$ cat src/rtl/megadrive_pad_pkg.sv
// rtl/megadrive_pad_pkg.sv - shared Mega Drive pad button/pin indices and phase constants
package megadrive_pad_pkg;

    localparam int BTN_U = 0;
    localparam int BTN_D = 1;
    localparam int BTN_L = 2;
    localparam int BTN_R = 3;
    localparam int BTN_B = 4;
    localparam int BTN_C = 5;
    localparam int BTN_A = 6;
    localparam int BTN_S = 7;
    localparam int BTN_Z = 8;
    localparam int BTN_Y = 9;
    localparam int BTN_X = 10;
    localparam int BTN_M = 11;

    localparam int PIN_RIGHT = 0;
    localparam int PIN_LEFT  = 1;
    localparam int PIN_DOWN  = 2;
    localparam int PIN_UP    = 3;
    localparam int PIN_P6    = 4;
    localparam int PIN_P9    = 5;

    localparam logic [2:0] CNT_EXT = 3'd3;
    localparam logic [2:0] CNT_SAT = 3'd4;

endpackage

$ cat src/rtl/sel_sync_edge.sv
// rtl/sel_sync_edge.sv - N-stage synchronizer with rise/fall pulse outputs
module sel_sync_edge #(
    parameter int   STAGES    = 2,
    parameter logic RESET_VAL = 1'b1
) (
    input  logic clk,
    input  logic rst,
    input  logic d_i,
    output logic sync_o,
    output logic rise_o,
    output logic fall_o
);

    logic [STAGES-1:0] sync_q;
    logic [STAGES-1:0] sync_d;
    logic              dly_q;
    logic              dly_d;

    always_comb begin
        sync_d = {sync_q[STAGES-2:0], d_i};
        dly_d  = sync_q[STAGES-1];
    end

    always_ff @(posedge clk or posedge rst) begin
        if (rst) begin
            sync_q <= {STAGES{RESET_VAL}};
            dly_q  <= RESET_VAL;
        end else begin
            sync_q <= sync_d;
            dly_q  <= dly_d;
        end
    end

    assign sync_o = sync_q[STAGES-1];
    assign rise_o = ~dly_q & sync_q[STAGES-1];
    assign fall_o = dly_q & ~sync_q[STAGES-1];

endmodule

$ cat src/rtl/megadrive_pad_responder.sv
// rtl/megadrive_pad_responder.sv - device-side Mega Drive 3/6-button pad emulator
module megadrive_pad_responder
    import megadrive_pad_pkg::*;
#(
    parameter int SYNC_STAGES = 2,
    parameter int TIMEOUT_CYC = 18000
) (
    input  logic        clk_sys,
    input  logic        reset,
    input  logic        six_btn_i,
    input  logic [11:0] btn_i,
    input  logic        sel_i,
    output logic [5:0]  db9_o,
    output logic        seq_active_o
);

    localparam int TW = $clog2(TIMEOUT_CYC + 1);

    logic          sel_s;
    logic          sel_rise;
    logic          sel_fall;
    logic [2:0]    cnt_q, cnt_d;
    logic [TW-1:0] timer_q, timer_d;
    logic [5:0]    db9_q, db9_d;
    logic [5:0]    pins;

    sel_sync_edge #(
        .STAGES    (SYNC_STAGES),
        .RESET_VAL (1'b1)
    ) u_sel_sync (
        .clk    (clk_sys),
        .rst    (reset),
        .d_i    (sel_i),
        .sync_o (sel_s),
        .rise_o (sel_rise),
        .fall_o (sel_fall)
    );

    // An edge always wins over a coincident timeout.
    always_comb begin
        cnt_d   = cnt_q;
        timer_d = timer_q;
        if (sel_fall || sel_rise) begin
            timer_d = '0;
            if (sel_fall && (cnt_q < CNT_SAT)) begin
                cnt_d = cnt_q + 3'd1;
            end
        end else if (cnt_q != 3'd0) begin
            if (timer_q == TW'(TIMEOUT_CYC - 1)) begin
                cnt_d   = '0;
                timer_d = '0;
            end else begin
                timer_d = timer_q + 1'b1;
            end
        end
    end

    // Phase is taken from cnt_d so the new phase lands together with the select level.
    always_comb begin
        pins = '0;
        if (sel_s) begin
            pins[PIN_P9] = btn_i[BTN_C];
            pins[PIN_P6] = btn_i[BTN_B];
            if (six_btn_i && (cnt_d == CNT_EXT)) begin
                pins[PIN_UP]    = btn_i[BTN_Z];
                pins[PIN_DOWN]  = btn_i[BTN_Y];
                pins[PIN_LEFT]  = btn_i[BTN_X];
                pins[PIN_RIGHT] = btn_i[BTN_M];
            end else begin
                pins[PIN_UP]    = btn_i[BTN_U];
                pins[PIN_DOWN]  = btn_i[BTN_D];
                pins[PIN_LEFT]  = btn_i[BTN_L];
                pins[PIN_RIGHT] = btn_i[BTN_R];
            end
        end else begin
            pins[PIN_P9] = btn_i[BTN_S];
            pins[PIN_P6] = btn_i[BTN_A];
            if (six_btn_i && (cnt_d == CNT_EXT)) begin
                pins[PIN_UP]    = 1'b1;
                pins[PIN_DOWN]  = 1'b1;
                pins[PIN_LEFT]  = 1'b1;
                pins[PIN_RIGHT] = 1'b1;
            end else if (!(six_btn_i && (cnt_d == CNT_SAT))) begin
                pins[PIN_UP]    = btn_i[BTN_U];
                pins[PIN_DOWN]  = btn_i[BTN_D];
                pins[PIN_LEFT]  = 1'b1;
                pins[PIN_RIGHT] = 1'b1;
            end
        end
        db9_d = ~pins;
    end

    always_ff @(posedge clk_sys or posedge reset) begin
        if (reset) begin
            cnt_q   <= '0;
            timer_q <= '0;
            db9_q   <= 6'h3F;
        end else begin
            cnt_q   <= cnt_d;
            timer_q <= timer_d;
            db9_q   <= db9_d;
        end
    end

    assign db9_o        = db9_q;
    assign seq_active_o = (cnt_q != 3'd0);

endmodule

$ cat config.mk
export PLATFORM = sky130hd
export DESIGN_NAME = megadrive_pad_responder
export DESIGN_NICKNAME = d
export VERILOG_FILES = /design/src/rtl/megadrive_pad_pkg.sv /design/src/rtl/sel_sync_edge.sv /design/src/rtl/megadrive_pad_responder.sv
export SDC_FILE = /design/constraint.sdc
export NUM_CORES = 1
export LEC_CHECK = 0
export CORE_ASPECT_RATIO = 1.2
export CORE_MARGIN = 4
export CORE_UTILIZATION = 51
export DETAILED_ROUTE_END_ITERATION = 8
export GPL_ROUTABILITY_DRIVEN = 0
export GPL_TIMING_DRIVEN = 1
export PLACE_DENSITY = 0.76
export REMOVE_ABC_BUFFERS = 1
export SETUP_SLACK_MARGIN = 0.02
export SYNTH_ARGS = -nofsm -noshare
export SYNTH_HDL_FRONTEND = slang
export SYNTH_HIERARCHICAL = 1
export SYNTH_SLANG_ARGS = --single-unit
$ cat constraint.sdc
create_clock -name clk_sys -period 2.87 [get_ports clk_sys]
set_input_delay 0.287 -clock clk_sys [delete_from_list [all_inputs] [get_ports clk_sys]]
set_output_delay 0.287 -clock clk_sys [all_outputs]
set_load 0.02 [all_outputs]
# Word-level counts from Yosys, hierarchy flattened
# Cells that the tools add are included.
dict set report word_totals {
  ff_bits 27
  input_bits 16
  output_inout_bits 7
}
dict set report op_classes {
  add_sub_neg 2
  order_cmp 1
  eq_ne 3
  mux 11
  n_bitwise 5
  reduce_logical 6
}
# operator count
set ops {}
lappend ops {{$mux W15} 3}
lappend ops {{$add A15 B1 Y15 const B} 1}
lappend ops {{$eq A15 B15 Y1 const B} 1}
lappend ops {{$mux W3} 4}
lappend ops {{$mux W4} 3}
lappend ops {{$mux W6} 1}
lappend ops {{$not A6 Y6} 1}
lappend ops {{$add A3 B1 Y3 const B} 1}
lappend ops {{$eq A3 B2 Y1 const B} 1}
lappend ops {{$eq A3 B3 Y1 const B} 1}
lappend ops {{$logic_and A1 B1 Y1} 3}
lappend ops {{$lt A3 B3 Y1 const B} 1}
lappend ops {{$reduce_bool A3 Y1} 1}
lappend ops {{$and A1 B1 Y1} 2}
lappend ops {{$not A1 Y1} 2}
lappend ops {{$reduce_bool A2 Y1} 1}
lappend ops {{$logic_or A1 B1 Y1} 1}

# Longest topological paths before layout
# Gate-level depths: netlist of the first run.
dict set report logic_depth {
  ltp_word 11
  depth_mapped 9
}

# Modules after synthesis
# Netlist of the first run, hierarchy kept.
# module instances cells_per_inst area_per_inst_um2
set modules_own_cells {}
lappend modules_own_cells {megadrive_pad_responder 1 157 1438.9}
lappend modules_own_cells {sel_sync_edge 1 6 97.6}

# Worst setup path before layout of the first run
# No wires, ideal clock.
dict set report synth_path {
  kind {register -> register}
  from {reg u_sel_sync.sync_q[1]}
  to {reg timer_q[7]}
  setup_time_ps 83
  t_arrival_ps 2129
  setup_slack_ps 658
  stages_incl_launch_ff 9
  n_path_buf 2
  synth_period_minus_slack_ps 2212
  cell_sequence {dfstp_2 > and2b_2 > clkbuf_2 > or2_2 > a41o_2 > clkbuf_1 > nor2_1 > nand4_1 > o21ai_0}
}
dict set report synth_between {
  elab_chain_cells 4
  word_cells_on_any_way 6
}
# item line
set synth_lines {}
lappend synth_lines {{start: declaration} sel_sync_edge.sv:14} ;# logic [STAGES-1:0] sync_q;
lappend synth_lines {{start signal: assignment} sel_sync_edge.sv:26} ;# sync_q <= {STAGES{RESET_VAL}};
lappend synth_lines {{start signal: assignment} sel_sync_edge.sv:29} ;# sync_q <= sync_d;
lappend synth_lines {{$not A1 Y1 *} sel_sync_edge.sv:36} ;# assign fall_o = dly_q & ~sync_q[STAGES-1];
lappend synth_lines {{$and A1 B1 Y1 *} sel_sync_edge.sv:36}
lappend synth_lines {{via sel_fall} megadrive_pad_responder.sv:21} ;# logic sel_fall;
lappend synth_lines {{$logic_or A1 B1 Y1 *} megadrive_pad_responder.sv:43} ;# if (sel_fall || sel_rise) begin
lappend synth_lines {{$mux W15 / $reduce_bool A2 Y1 (equally long branches)} --}
lappend synth_lines {{end signal: assignment} megadrive_pad_responder.sv:100} ;# timer_q <= timer_d;
lappend synth_lines {{end: declaration} megadrive_pad_responder.sv:23} ;# logic [TW-1:0] timer_q, timer_d;
# Mark *: on every way through the listed nets, which the timed path passes. The rest lies on a longest branch.
# A chain may end at the register's enable or synchronous reset.

# Worst setup path in the final report of the first run
dict set report layout_path {
  from {reg u_sel_sync.sync_q[1]}
  to {reg timer_q[12]}
}
# Same word-level chain as after synthesis.

==> results of run 1 <==
## stage by stage
step | std cells | worst slack, ns | instance area [sq um]
2_1_floorplan | 158 | 0.791 | 1510
3_3_place_gp | 215 | 0.560 | 1780
3_5_place_dp | 215 | 0.479 | 1780
4_1_cts | 219 | 0.442 | 1810
5_1_grt | 219 | 0.260 | 1810
6_report | 219 | 0.453 | 1810
## Yosys cell counts, types with 2 or more instances
cell	number	area (sq um)
o21ai_0	21	105
dfrtp_1	18	450
nand2_1	17	63.8
inv_1	12	45.0
nor2_1	11	41.3
dfstp_2	9	236
a21oi_1	8	40.0
nand3_1	7	35.0
nand4_1	7	43.8
o31ai_1	4	30.0
ha_1	3	37.5
mux2i_1	3	30.0
nor2b_1	3	18.8
or3_1	3	18.8
a221o_1	2	20.0
a31o_1	2	17.5
a31oi_1	2	12.5
and2b_2	2	17.5
clkbuf_1	2	7.51
inv_2	2	7.51
nor3b_1	2	15.0
nor4_1	2	12.5
## cell usage in the layout, fill, tap and decap left out, types with 4 or more instances in the layout
cell type	count
a21oi_1	8
clkdlybuf4s50_1	22
dfrtp_1	18
dfstp_2	9
inv_1	12
nand2_1	17
nand3_1	7
nand4_1	7
nor2_1	11
o21ai_0	21
o31ai_1	4
## path summary, 6_finish.rpt
| check | endpoint | cells after the start |
|---|---|---|
| setup / recovery | timer_q[12]$_DFFE_PP0P_ | 6 |
| hold / removal | u_sel_sync/sync_q[1]$_DFF_PP1_ | 2 |
| setup reg to reg | timer_q[12]$_DFFE_PP0P_ | 6 |
| hold reg to reg | u_sel_sync/sync_q[1]$_DFF_PP1_ | 0 |
| max in group asynchronous | cnt_q[2]$_DFF_PP0_ | 2 |
| min in group clk_sys | u_sel_sync/sync_q[0]$_DFF_PP1_ | 1 |
## registers in the layout (all words and copies together), names as in the netlist
name	cells
timer_q	15
db9_o	6
cnt_q	3
u_sel_sync/sync_q	2
u_sel_sync/dly_q	1
## worst reg2reg max path, delay by kind of cell, from the launching register on
kind,cells,cell delay [ns]
DFF,1,0.66
AOI/OAI and AO/OA,3,0.61
and+or+nand+nor,3,1.06
## routing by layer
layer  vias up  routed length, microns  track usage (%)
li1        623                       -                -
met3         4                     122             2.26
met2        22                    1710             33.8
met4         0                      40             6.38
met5         -                       0                0
met1       618                    1290             19.6
## power by group through the flow
| stage | sequential [mW] | combinational, mW | clock (mW) |
|---|---|---|---|
| finish | 0.491 | 0.338 | 0.168 |
| global route | 0.503 | 0.376 | 0.191 |
| CTS | 0.491 | 0.342 | 0.174 |
| detailed placement | 0.498 | 0.340 | 0 |
| global placement | 0.495 | 0.335 | 0 |
| floorplan | 0.504 | 0.219 | 0 |
## layout make-up
class | count | area [sq um] | area share (%)
Multi-Input combinational cell | 117 | 766 | 42.4
Sequential cell | 27 | 687 | 38.0
Timing Repair Buffer | 23 | 228 | 12.6
Inverter | 14 | 52.6 | 2.91
Tap cell | 34 | 42.5 | 2.36
Clock buffer | 3 | 22.5 | 1.25
Clock inverter | 1 | 7.51 | 0.416
## logic make-up (layout without fill, tap and decap cells)
family	count (synthesis)	in the layout	share of synthesized area (%)
and+or+nand+nor	64	64	23.9
adders and majority gates	3	3	2.44
xor gates and xnor gates	2	2	1.14
DFF	27	27	44.7
buffers and inverters	19	41	5.46
AOI/OAI and AO/OA	45	45	20.4
muxes	3	3	1.95
==> results.cfg, run 1 <==
[run_status]
outcome = finished, final reports clean

[sta]
tightest_slew_ns = 0.935
rsz0062_at_grt = no
totalNegativeSetupSlack_ns = 0
period_minus_slack_ns = 2.42
setup_viol = 0
hold-worst-slack_ns = 0.310
clock.fmax_mhz = 414
slew_violations = 0
final-hold-violation-count = 0
finalCritPeriodShare_pct = 84.2
fin_worst_skew_ns = 0.00666
slew_headroom_pct = 37.6

[global_routing]
antenna_found_initial = 0
grt_max_degree = 25
grt_pass1_vias = 1267
grt_overflow_total = 0
grt_pass1_wl_microns = 5370
grt_usage_pct = 17.6

[floorplan]
io_pins = 23
die_w_microns = 58.1
start_util_pct = 54.1
placementRows = 21
die_area_sq_um = 3960
core_area_sq_um = 2840
fp.dieH_microns = 68.1

[synthesis]
ys_ff_latch = 27
synth_ff_type = dfrtp_1
async_reset_ff_share_pct = 100
syn_inst = 163
synth.distinct_cells = 43
ys_warn_count = 6
synth_edf_count = 0
synth_area_sq_um = 1540
synth_area_per_cell_sq_um = 9.43
ys_seq_area_share_pct = 44.7

[clocking]
ctsRootBufferMaster = clkbuf_4
numCtsBuffers = 3
cts_buffer_depth = 2
cts_setup_buffers = 0
cts_max_level = 1
cts_hold_buf = 0
cts_num_sinks = 27
cts_resized = 0
clkLatencyLatePin_ns = 0.32
cts_tree = built
clk_pin_slew_ns = 0.15

[final_layout]
nFillCells = 248
layout.nets = 205
syn2layout_area_growth_pct = 17.5
drive_gt1_share_pct = 14.1
post-route-util_pct = 63.6
diodes = 0

[route]
drt_iter0_markers = 20
postRouteAntennaNets = 0
totalWireLength_microns = 3170
drc = 0
vias_per_cell = 5.79
wire_per_inst_microns = 14.5
dr.pass1.iters = 4
num_vias = 1267

[worst_setup_path]
crit_start = u_sel_sync/sync_q[1]$_DFF_PP1_
endpoint_kind = flip-flop
path_class = flip-flop to flip-flop
r2r_start = u_sel_sync/sync_q[1]$_DFF_PP1_
crit_slowest_cell = dfstp_2
cp_num_buf_inv = 0
r2r_setup_slack_ns = 0.45
crit_chain = and2b_2, or2_2, a41o_2, nor2_1, a21oi_1, o21ai_0
start_kind = flip-flop
cp.arrival_ns = 2.67
critPathMaxStageDelay_ns = 0.66
path_delay_family = simple AND/OR/NAND/NOR gates
critPathRequiredTime_ns = 3.12
cp_max_fo = 10

[power]
vdd_ir_drop_max_mv = 0.403
p_sw_uw = 362
clockPowerShare_pct = 16.8
swShare_pct = 36.3
finalPower_uw = 997
seq_power_share_pct = 49.2
powerDensity_nw_per_um2 = 552
p_comb_share_pct = 33.9
intPower_uw = 635
power_leakage_nw = 0.715

[place]
hpwl_microns = 2460
port_buffers = 22

[run]
maxCapViolations = 0

[worst_hold_path]
min_path_type = primary input to asynchronous set/reset pin
Power figures use the tool's default switching activity.
==> run 2, diff against run 1 <==
- CORE_UTILIZATION: 51 -> 48
- PLACE_DENSITY: 0.76 -> 0.75
- clock period: 2.87 -> 2.1 ns (I/O delays scaled with it)
==> run 2 against run 1 <==
Global-route usage increased by 0.59 points. First-iteration DRC count increased to 4.6 times the previous value. Register-to-register slack got worse by 0.42 ns. Critical path depth increased by 1. Setup slack got worse by 0.42 ns. Largest cell class unchanged. Largest power group unchanged.
==> results.cfg, run 2 (synthesized netlist as in run 1, its figures left out) <==
[sta]
slew_violations = 0
finalCritPeriodShare_pct = 98.6
fin_worst_skew_ns = 0.00270
setup_viol = 0
tightest_slew_ns = 0.376
period_minus_slack_ns = 2.07
final-hold-violation-count = 0
clock.fmax_mhz = 483
totalNegativeSetupSlack_ns = 0
slew_headroom_pct = 74.9
rsz0062_at_grt = yes

[global_routing]
grt_pass1_wl_microns = 6030
antenna_found_initial = 0
grt_usage_pct = 18.2
grt_max_degree = 25
grt_pass1_vias = 1485
grt_overflow_total = 0

[place]
placedCellCount = 233
port_buffers = 22
placed_area_sq_um = 1900
hpwl_microns = 2670

[worst_setup_path]
path_class = flip-flop to flip-flop
endpoint_kind = flip-flop
crit_slowest_cell = dfstp_2
cp.arrival_ns = 2.34
cp_max_fo = 8
critPathRequiredTime_ns = 2.37
critPathMaxStageDelay_ns = 0.58
start_kind = flip-flop
crit_chain = and2b_2, nor2_1, buf_4, a311oi_4, inv_2, a2111oi_4, a221o_1

[clocking]
clk_pin_slew_ns = 0.14
cts_tree = built
clkLatencyLatePin_ns = 0.32
numCtsBuffers = 3
cts_max_level = 1
cts_hold_buf = 0
ctsRootBufferMaster = clkbuf_4
cts_num_sinks = 27
cts_buffer_depth = 2

[floorplan]
placementRows = 22
die_w_microns = 59.6
fp.dieH_microns = 70.0
start_util_pct = 50.3
core_area_sq_um = 3060
io_pins = 23
die_area_sq_um = 4170

[power]
powerDensity_nw_per_um2 = 749
vdd_ir_drop_max_mv = 0.554
power_leakage_nw = 0.834

[route]
dr.pass1.iters = 5
postRouteAntennaNets = 0
num_vias = 1444
vias_per_cell = 5.94
totalWireLength_microns = 3490
drc = 0
wire_per_inst_microns = 14.4
drt_iter0_markers = 91

[final_layout]
diodes = 0
drive_gt1_share_pct = 27.5
final_cell_area_sq_um = 2000
final_cell_mix = buf_4 (23), clkdlybuf4s50_1 (21), o21ai_0 (19)
syn2layout_area_growth_pct = 30.4
layout.nets = 227
regMostFlops = timer_q
largest_reg_flops = 15
final_cells = 243
final_common_cell = buf_4

[worst_hold_path]
min_path_type = primary input to asynchronous set/reset pin

[run]
maxCapViolations = 0

[run_status]
outcome = finished, final reports clean
==> run 2: cell types whose count changed in the layout (fill, tap and decap cells not counted), moves of 2 or more <==
cell and change:
nor2_2 +2, nor2b_1 -2, o21ai_0 -2, nor2_1 -2
buf_4 +22
==> run 2: power by group <==
| group | internal, mW | switching [mW] | leakage [nW] |
|---|---|---|---|
| Sequential | 0.604 | 0.0609 | 0.334 |
| Combinational | 0.284 | 0.328 | 0.482 |
| Clock | 0.0714 | 0.152 | 0.0177 |
| Total | 0.960 | 0.541 | 0.834 |
==> run 2: layout make-up <==
class,instances,area (sq um)
clock buffer,3,22.5
clock inverter,1,5.00
fill,255,1050
inverter,14,52.6
multi-input combinational,117,798
sequential,27,688
tap,36,45.0
timing repair buffer,45,392
==> run 2: worst paths after layout <==
path,from,slack [ns],to,depth (start not counted)
worst min-delay path,reset,0.24,u_sel_sync/sync_q[0]$_DFF_PP1_,2
worst max-delay path,u_sel_sync/dly_q$_DFF_PP1_,0.03,db9_o[2]$_DFF_PP1_,7
min in group clk_sys,sel_i,0.27,u_sel_sync/sync_q[0]$_DFF_PP1_,1
worst max register to register,u_sel_sync/dly_q$_DFF_PP1_,0.03,db9_o[2]$_DFF_PP1_,7
worst min register to register,u_sel_sync/sync_q[0]$_DFF_PP1_,0.37,u_sel_sync/sync_q[1]$_DFF_PP1_,0
max in group asynchronous,reset,1.58,db9_o[5]$_DFF_PP1_,3
==> run 2: metal layers <==
metal	track usage, %	up-vias	routed length (microns)
met3	2.22	16	143
met1	20.6	706	1360
met5	0	-	0
met2	32.9	49	1900
li1	-	673	-
met4	7.14	0	83
==> run 2: repair_timing <==
action	4_1_cts	5_1_grt
resized for setup	2	11
buffers inserted	6	0
pin swaps	4	3
setup endpoints to repair	5	13
==> run 2: critical path: cells and delay by family, from the launching register on <==
| kind | cells | cell delay (ns) |
|---|---|---|
| and+or+nand+nor | 2 | 0.32 |
| buffers and inverters | 2 | 0.26 |
| AOI/OAI and AO/OA | 3 | 0.87 |
| DFF | 1 | 0.58 |
==> run 2: stage by stage <==
step / total power [mW] / worst slack [ns] / hold WS, ns / utilization (%)
after CTS: 1.47 / -0.00898 / 0.230 / 64.5
after floorplan: 0.989 / 0.0212 / 0.143 / -
after detailed placement: 1.21 / -0.0124 / 0.354 / 62.1
final: 1.50 / 0.0294 / 0.236 / 65.6
after global routing: 1.60 / -0.0698 / 0.223 / 65.6
after global placement: 1.18 / 0.104 / 0.351 / 62.1
